[src/rtl/hack_sequencer.sv]
// -----------------------------------------------------------------------------
// hack_sequencer
//
// Multi-cycle control unit for the Hack 16-bit CPU. It fetches an instruction,
// decodes it, and then runs it as one of two sequences:
//   A-instruction : FETCH -> DECODE
//   C-instruction : FETCH -> DECODE -> [MEM_RD] -> EXEC -> [MEM_WR] -> COMMIT
// It owns all architectural state (A, D, PC) and the internal IR, M latch,
// result and flag registers. The ALU itself is external and combinational.
//
// Ports
//   clk, rst_n       rising-edge clock, asynchronous active-low reset
//   instr_req/ack    instruction fetch handshake; instr_addr = PC
//   instr_data       instruction word, captured at the instr_ack edge
//   mem_req/ack      data-memory handshake; mem_we selects write (1) / read (0)
//   mem_addr         A[14:0] as it was when the instruction started
//   mem_wdata        stored ALU result (RES register)
//   mem_rdata        read data, captured at the mem_ack edge of a read
//   alu_x/alu_y      ALU operands: D, and M latch or A depending on IR[12]
//   alu_ctl          IR[11:6] = {zx,nx,zy,ny,f,no}, passed through unmodified
//   alu_out/zr/ng    ALU result and flags, sampled only at the EXEC edge
//   pc               current program counter
//   instr_done       one-cycle pulse in the cycle an instruction commits
// -----------------------------------------------------------------------------
module hack_sequencer (
  input  logic        clk,
  input  logic        rst_n,
  // instruction memory
  output logic        instr_req,
  output logic [14:0] instr_addr,
  input  logic        instr_ack,
  input  logic [15:0] instr_data,
  // data memory
  output logic        mem_req,
  output logic        mem_we,
  output logic [14:0] mem_addr,
  output logic [15:0] mem_wdata,
  input  logic        mem_ack,
  input  logic [15:0] mem_rdata,
  // ALU
  output logic [15:0] alu_x,
  output logic [15:0] alu_y,
  output logic [5:0]  alu_ctl,
  input  logic [15:0] alu_out,
  input  logic        alu_zr,
  input  logic        alu_ng,
  // status
  output logic [14:0] pc,
  output logic        instr_done
);

  // ---------------------------------------------------------------------------
  // State encoding
  // ---------------------------------------------------------------------------
  localparam logic [2:0] ST_FETCH  = 3'd0;
  localparam logic [2:0] ST_DECODE = 3'd1;
  localparam logic [2:0] ST_MEM_RD = 3'd2;
  localparam logic [2:0] ST_EXEC   = 3'd3;
  localparam logic [2:0] ST_MEM_WR = 3'd4;
  localparam logic [2:0] ST_COMMIT = 3'd5;

  // ---------------------------------------------------------------------------
  // Registers
  // ---------------------------------------------------------------------------
  logic [2:0]  state_reg, state_next;
  logic [15:0] ir_reg,    ir_next;
  logic [15:0] a_reg,     a_next;
  logic [15:0] d_reg,     d_next;
  logic [15:0] m_reg,     m_next;
  logic [15:0] res_reg,   res_next;
  logic        zr_reg,    zr_next;
  logic        ng_reg,    ng_next;
  logic [14:0] pc_reg,    pc_next;

  // ---------------------------------------------------------------------------
  // Instruction field decode (all from IR, stable for the whole instruction)
  // ---------------------------------------------------------------------------
  logic        is_c_instr;
  logic        sel_m;
  logic        dest_a;
  logic        dest_d;
  logic        dest_m;
  logic        jmp_lt;
  logic        jmp_eq;
  logic        jmp_gt;
  logic        take_jump;
  logic [14:0] pc_inc;

  assign is_c_instr = ir_reg[15];
  assign sel_m      = ir_reg[12];
  assign dest_a     = ir_reg[5];
  assign dest_d     = ir_reg[4];
  assign dest_m     = ir_reg[3];
  assign jmp_lt     = ir_reg[2];
  assign jmp_eq     = ir_reg[1];
  assign jmp_gt     = ir_reg[0];

  // The jump decision uses the flags latched at EXEC, never the live ALU
  // outputs, so the ALU inputs are free to change after EXEC.
  assign take_jump = (jmp_lt & ng_reg) |
                     (jmp_eq & zr_reg) |
                     (jmp_gt & ~zr_reg & ~ng_reg);

  // 15-bit add wraps 0x7FFF -> 0x0000 naturally.
  assign pc_inc = pc_reg + 15'd1;

  // ---------------------------------------------------------------------------
  // Next-state and datapath update
  // ---------------------------------------------------------------------------
  always_comb begin
    state_next = state_reg;
    ir_next    = ir_reg;
    a_next     = a_reg;
    d_next     = d_reg;
    m_next     = m_reg;
    res_next   = res_reg;
    zr_next    = zr_reg;
    ng_next    = ng_reg;
    pc_next    = pc_reg;

    case (state_reg)
      ST_FETCH: begin
        if (instr_ack) begin
          ir_next    = instr_data;
          state_next = ST_DECODE;
        end
      end

      ST_DECODE: begin
        if (!is_c_instr) begin
          // A-instruction completes here: load the 15-bit constant (IR[15]=0).
          a_next     = ir_reg;
          pc_next    = pc_inc;
          state_next = ST_FETCH;
        end else if (sel_m) begin
          state_next = ST_MEM_RD;
        end else begin
          state_next = ST_EXEC;
        end
      end

      ST_MEM_RD: begin
        if (mem_ack) begin
          m_next     = mem_rdata;
          state_next = ST_EXEC;
        end
      end

      ST_EXEC: begin
        res_next   = alu_out;
        zr_next    = alu_zr;
        ng_next    = alu_ng;
        state_next = dest_m ? ST_MEM_WR : ST_COMMIT;
      end

      ST_MEM_WR: begin
        if (mem_ack) begin
          state_next = ST_COMMIT;
        end
      end

      ST_COMMIT: begin
        if (dest_a) begin
          a_next = res_reg;
        end
        if (dest_d) begin
          d_next = res_reg;
        end
        // Jump target is the A value from before this commit, truncated.
        pc_next    = take_jump ? a_reg[14:0] : pc_inc;
        state_next = ST_FETCH;
      end

      default: begin
        state_next = ST_FETCH;
      end
    endcase
  end

  always_ff @(posedge clk or negedge rst_n) begin
    if (!rst_n) begin
      state_reg <= ST_FETCH;
      ir_reg    <= 16'h0000;
      a_reg     <= 16'h0000;
      d_reg     <= 16'h0000;
      m_reg     <= 16'h0000;
      res_reg   <= 16'h0000;
      zr_reg    <= 1'b0;
      ng_reg    <= 1'b0;
      pc_reg    <= 15'h0000;
    end else begin
      state_reg <= state_next;
      ir_reg    <= ir_next;
      a_reg     <= a_next;
      d_reg     <= d_next;
      m_reg     <= m_next;
      res_reg   <= res_next;
      zr_reg    <= zr_next;
      ng_reg    <= ng_next;
      pc_reg    <= pc_next;
    end
  end

  // ---------------------------------------------------------------------------
  // Outputs, decoded directly from state and registers
  // ---------------------------------------------------------------------------
  // Reset parks the FSM in FETCH, so the fetch request is additionally gated by
  // rst_n: it stays low during reset and rises as soon as reset is released.
  assign instr_req  = rst_n & (state_reg == ST_FETCH);
  assign instr_addr = pc_reg;

  assign mem_req    = (state_reg == ST_MEM_RD) | (state_reg == ST_MEM_WR);
  assign mem_we     = (state_reg == ST_MEM_WR);
  // A is only updated at the end of an instruction, so A[14:0] is still the
  // value from instruction start throughout MEM_RD and MEM_WR.
  assign mem_addr   = a_reg[14:0];
  assign mem_wdata  = res_reg;

  assign alu_x      = d_reg;
  assign alu_y      = sel_m ? m_reg : a_reg;
  assign alu_ctl    = ir_reg[11:6];

  assign pc         = pc_reg;
  assign instr_done = ((state_reg == ST_DECODE) & ~is_c_instr) |
                      (state_reg == ST_COMMIT);

endmodule

[config.mk]
export PLATFORM = sky130hd
export DESIGN_NAME = hack_sequencer
export DESIGN_NICKNAME = d
export VERILOG_FILES = /design/src/rtl/hack_sequencer.sv
export SDC_FILE = /design/constraint.sdc
export NUM_CORES = 1
export LEC_CHECK = 0
export CORE_ASPECT_RATIO = 1.5
export CORE_UTILIZATION = 42
export DETAILED_ROUTE_END_ITERATION = 10
export PLACE_DENSITY = 0.77
export SLEW_MARGIN = 5
export SYNTH_ARGS = -nofsm -noshare
export SYNTH_HDL_FRONTEND = slang
export SYNTH_SLANG_ARGS = --single-unit
[constraint.sdc]
create_clock -name clk -period 1.68 [get_ports clk]
set_input_delay 0.336 -clock clk [delete_from_list [all_inputs] [get_ports clk]]
set_output_delay 0.336 -clock clk [all_outputs]
set_load 0.02 [all_outputs]
After elaboration in Yosys (flattened, before gate mapping)

Index checks and enable logic that the tools add are counted.

Register bits: 100
Word-level logic and storage cells: 55
Bits of input ports: 54
Output and inout port bits: 103

Reductions and logical operators: 8
Mux-type cells: 14
Add/sub/neg operators: 1
Bitwise gates (word level): 13
Equality and inequality tests: 10

Operator list:

| operator                                       | number |
|---|---|
| two-way mux 16 bit                             | 3 |
| one-hot mux 16 bit (2 select lines)            | 1 |
| two-way mux 15 bit                             | 2 |
| one-hot mux 15 bit (2 select lines)            | 1 |
| adder 15 x 1 -> 15 bit (second input constant) | 1 |
| one-hot mux 3 bit (5 select lines)             | 1 |
| two-way mux 3 bit                              | 3 |
| != test 2 bit (second input constant)          | 4 |
| AND reduction 2 bit                            | 4 |
| AND 1 bit                                      | 6 |
| == test 3 x 2 -> 1 bit (second input constant) | 2 |
| == test 3 bit (second input constant)          | 2 |
| AND reduction 3 bit                            | 2 |
| bitwise OR 1 bit                               | 4 |
| == test 3 x 1 -> 1 bit (second input constant) | 1 |
| logical NOT 3 bit                              | 1 |
| NOT 1 bit                                      | 3 |
| two-way mux 1 bit                              | 2 |
| two-way mux 2 bit                              | 1 |
| != test 2 x 1 -> 1 bit (second input constant) | 1 |
| nonzero test 2 bit                             | 1 |

Logic depth before layout (Yosys ltp)

Depth after elaboration: 6
Gate-level depth with buffers: 7
Depth with buffers taken out: 5

Least setup slack after synthesis

OpenSTA, ideal clock, no wires.

Path kind: register to register
From: register pc_reg[0], in the netlist instr_addr[0]
To: register pc_reg[14], in the netlist instr_addr[14]
Required time: 1557 ps
Data arrival time: 1698 ps
Buffers on the path: 1
Stages on the path, launching flop included: 7
Path slack: -140 ps
Period minus slack after synthesis: 1820 ps
Cell sequence: dfrtp_1 -> ha_1 -> and3_1 -> buf_4 -> nand4_1 -> or4b_1 -> o221a_2

Cells in the longest elaborated chain, start to end: 3

Ends and longest elaborated chain:

| element                               | RTL line | RTL |
|---|---|---|
| from (decl)                           | 73       | `logic [14:0] pc_reg, pc_next;` |
| from (signal assigned)                | 200      | `pc_reg <= pc_next;` |
| adder 15 x 1 -> 15 bit *              | 105      | `assign pc_inc = pc_reg + 15'd1;` |
| two-way mux 15 bit (on tied branches) | 170, 130 |  |
| one-hot mux 15 bit (2 select lines) * | 121      | `case (state_reg)` |

Every way passes the cells marked *; elsewhere a longest branch is shown, timed or not. The select of a mux whose other input is x is not followed.
A chain may end at the register's enable or synchronous reset.

Worst setup path after layout

From: register ir_reg[12]
To: output alu_y[9]

Cells in the longest elaborated chain, start to end: 1

Ends and longest elaborated chain:

| element                | RTL line | RTL |
|---|---|---|
| from (decl)            | 66       | `logic [15:0] ir_reg, ir_next;` |
| from (signal assigned) | 193      | `ir_reg <= ir_next;` |
| two-way mux 16 bit     | 220      | `assign alu_y = sel_m ? m_reg : a_reg;` |
| to (decl)              | 42       | `output logic [15:0] alu_y,` |

No other way between the ends.

==> results.py <==
metrics = {
    "run_status": {
        "outcome": "finished with violations",
        "violations": "negative setup slack",
    },
    "synth": {
        "synth_cells": 402,
        "synth_compound_area_share_pct": 6.94,
        "synth_edf_count": 0,
        "synth_mux_area_share_pct": 23.2,
        "synth-xor-area-share_pct": 0.540,
        "synth_seq_area_share_pct": 51.4,
        "yosys_warnings": 0,
        "synth_seq_cells": 100,
        "synth_top_family_by_area": "multiplexers",
        "netlist_area_um2": 4870,
        "ys.flop_type": "dfrtp_1",
        "synthAdderAreaFrac_pct": 0.257,
        "syn_avg_cell_area_um2": 12.1,
        "ys_types": 40,
        "ys_async_sr_fraction_pct": 100,
        "syn_nets": 457,
        "yosys.area_share.simple_pct": 8.36,
    },
    "cells_and_area": {
        "nets": 636,
        "syn2layout_area_growth_pct": 52.3,
        "layout_common_cells": "94 x dfrtp_1, 66 x clkdlybuf4s50_1, 65 x dlygate4sd2_1, 56 x buf_4, 43 x mux2_4",
        "layout-drive-gt1-share_pct": 37.0,
        "finalInstanceArea_um2": 7410,
        "final_common_cell": "dfrtp_1",
        "fin_cells": 733,
        "num_antenna_cells": 0,
    },
    "clock_network": {
        "cts_tree": "built",
        "clk_pin_slew_ns": 0.07,
        "clock_path_buffers": 2,
        "cts_max_level": 3,
        "root_buffer": "clkbuf_16",
        "hold_buffers": 0,
        "clock_sinks": 100,
        "insertion_delay_ns": 0.34,
        "cts_made_buffers": 9,
    },
    "placement": {
        "gp_congestion": 0.798,
        "dp.cells": 698,
        "port-buffer-count": 156,
        "hpwlAfterDp_mm": 9.38,
        "place_area_um2": 6670,
    },
    "setup_path": {
        "crit_path_max_fanout": 8,
        "worst_ep_required_time_ns": 1.34,
        "cp.arrival_ns": 1.40,
        "endpoint_kind": "output port",
        "cp-start-kind": "register",
        "worst-setup-path-type": "reg2out",
        "ff2ff_path_depth": 5,
    },
    "global_routing": {
        "grt-ovfl-total": 0,
        "grt_max_degree": 53,
        "grt_pass1_wl_mm": 20.4,
        "grt_pass1_vias": 3892,
        "grt_antenna_before_repair": 0,
        "grt_use_total_pct": 21.7,
    },
    "sta": {
        "final_max_slew_viol_count": 0,
        "fin_skew_ns": 0.00903,
        "fin_crit_ns": 1.74,
        "worst_pin_slew_ns": 0.647,
        "finalCritPeriodShare_pct": 104,
        "setup_ws_ns": -0.0597,
        "rsz0062_at_grt": "yes",
        "finalSetupViolations": 28,
        "hold_violations": 0,
        "max_freq_mhz": 575,
        "slew_headroom_pct": 56.9,
    },
    "drt": {
        "dr_total_vias": 3806,
        "routedWlPerCell_um": 18.7,
        "routed_wl_mm": 13.7,
        "drt_iter0_drc": 161,
        "vias_per_cell": 5.19,
        "drc": 0,
        "ant_nets": 0,
        "firstDrtPassIters": 4,
    },
    "floorplan": {
        "core_um2": 11200,
        "initial_core_util_pct": 43.5,
        "die_h_um": 134,
        "die_area_um2": 12000,
        "die_x_um": 89.9,
        "rows": 47,
        "io_pins": 157,
    },
    "flow_run": {
        "maxCapViolCount": 0,
    },
    "power_and_ir_drop": {
        "p_leak_nw": 3.59,
        "peakVddDrop_mv": 1.29,
        "powerDensity_nw_per_um2": 2070,
    },
    "worst_hold_path": {
        "hp-class": "in2async",
    },
}
==> cell usage after synthesis (all sizes together), types with 2 or more instances <==
| cell | count | share of area (%) |
|---|---|---|
| o21ai | 18 | 1.9 |
| nand3b | 2 | 0.31 |
| o211ai | 4 | 0.62 |
| nand2b | 4 | 0.51 |
| nand2 | 27 | 2.2 |
| a2bb2oi | 10 | 1.8 |
| a21oi | 15 | 1.5 |
| inv | 6 | 0.46 |
| nand3 | 11 | 1.1 |
| nand4 | 9 | 1.2 |
| nor3 | 2 | 0.41 |
| nor3b | 2 | 0.31 |
| and4 | 2 | 0.36 |
| and3 | 4 | 0.51 |
| mux2 | 79 | 18 |
| buf | 55 | 8.3 |
| dfrtp | 100 | 51 |
| xor2 | 2 | 0.36 |
| mux2i | 24 | 4.9 |
| nor2 | 6 | 0.46 |
| clkbuf | 6 | 0.46 |
==> power by group <==
| group | switching, W | internal [W] |
|---|---|---|
| Clock | 0.000867 | 0.00108 |
| Sequential | 0.00104 | 0.00358 |
| Combinational | 0.00412 | 0.00464 |
==> critical path, stage by stage (launching register included) <==
cell	delay, ns
dfrtp_2	0.45
buf_12	0.17
mux2_4	0.30
buf_6	0.13
==> logic make-up (layout without fill, tap and decap cells) <==
group / Yosys count / count (layout)
multiplexers: 103 / 103
AO/OA/AOI/OAI: 53 / 53
XOR/XNOR: 3 / 3
flip-flops: 100 / 100
adder cells (fa/ha/maj): 1 / 1
AND/OR/NAND/NOR: 75 / 75
buffers and inverters: 67 / 251
==> what timing repair did <==
item,in CTS,in global routing
endpoints found under the hold margin,0,0
buffers inserted,6,11
cloned,1,2
pin swaps,2,3
setup endpoints to repair,123,64
gates resized for setup,224,55
==> worst paths after layout <==
check                                          from  slack (ns)                        to
max                          ir_reg[12]$_DFFE_PN0P_       -0.06                  alu_y[9]
min                                           rst_n        0.14  state_reg[2]$_DFFE_PN0P_
max reg2reg                state_reg[0]$_DFFE_PN0P_       -0.03     ir_reg[3]$_DFFE_PN0P_
min reg2reg                   alu_x[10]$_DFFE_PN0P_        0.51     alu_x[10]$_DFFE_PN0P_
max in group asynchronous                     rst_n        0.42     ir_reg[2]$_DFFE_PN0P_
min in group clk              alu_x[10]$_DFFE_PN0P_        0.51     alu_x[10]$_DFFE_PN0P_
==> layout make-up <==
cell class | instances | area [um^2]
clock buffer | 12 | 256
clock inverter | 4 | 23.8
fill | 828 | 3760
inverter | 6 | 25.0
multi-input combinational | 235 | 2200
sequential | 100 | 2510
tap | 147 | 184
timing repair buffer | 229 | 2220
==> routing by layer <==
metal	up-vias	track usage (%)	routed length (um)
met5	-	0	0
met4	0	10.2	438
met3	33	2.66	518
met2	134	40.3	7570
met1	1890	24.7	5170
li1	1749	-	-
==> through the flow <==
stage                     total power (W)  util, %  setup WS, ns  TNS [ns]  hold WS [ns]
final                              0.0153     66.3       -0.0597    -0.963         0.137
after global routing               0.0161     66.3       -0.0898     -2.35         0.196
after detailed placement           0.0125     59.7        -0.156     -5.65         0.494
after CTS                          0.0147     63.5        -0.102     -1.18         0.152
after global placement             0.0123     59.7        -0.215     -4.79         0.483
after floorplan                   0.00898        -      -0.00749  -0.00749        0.0404
(Power assumes the default switching activity.)
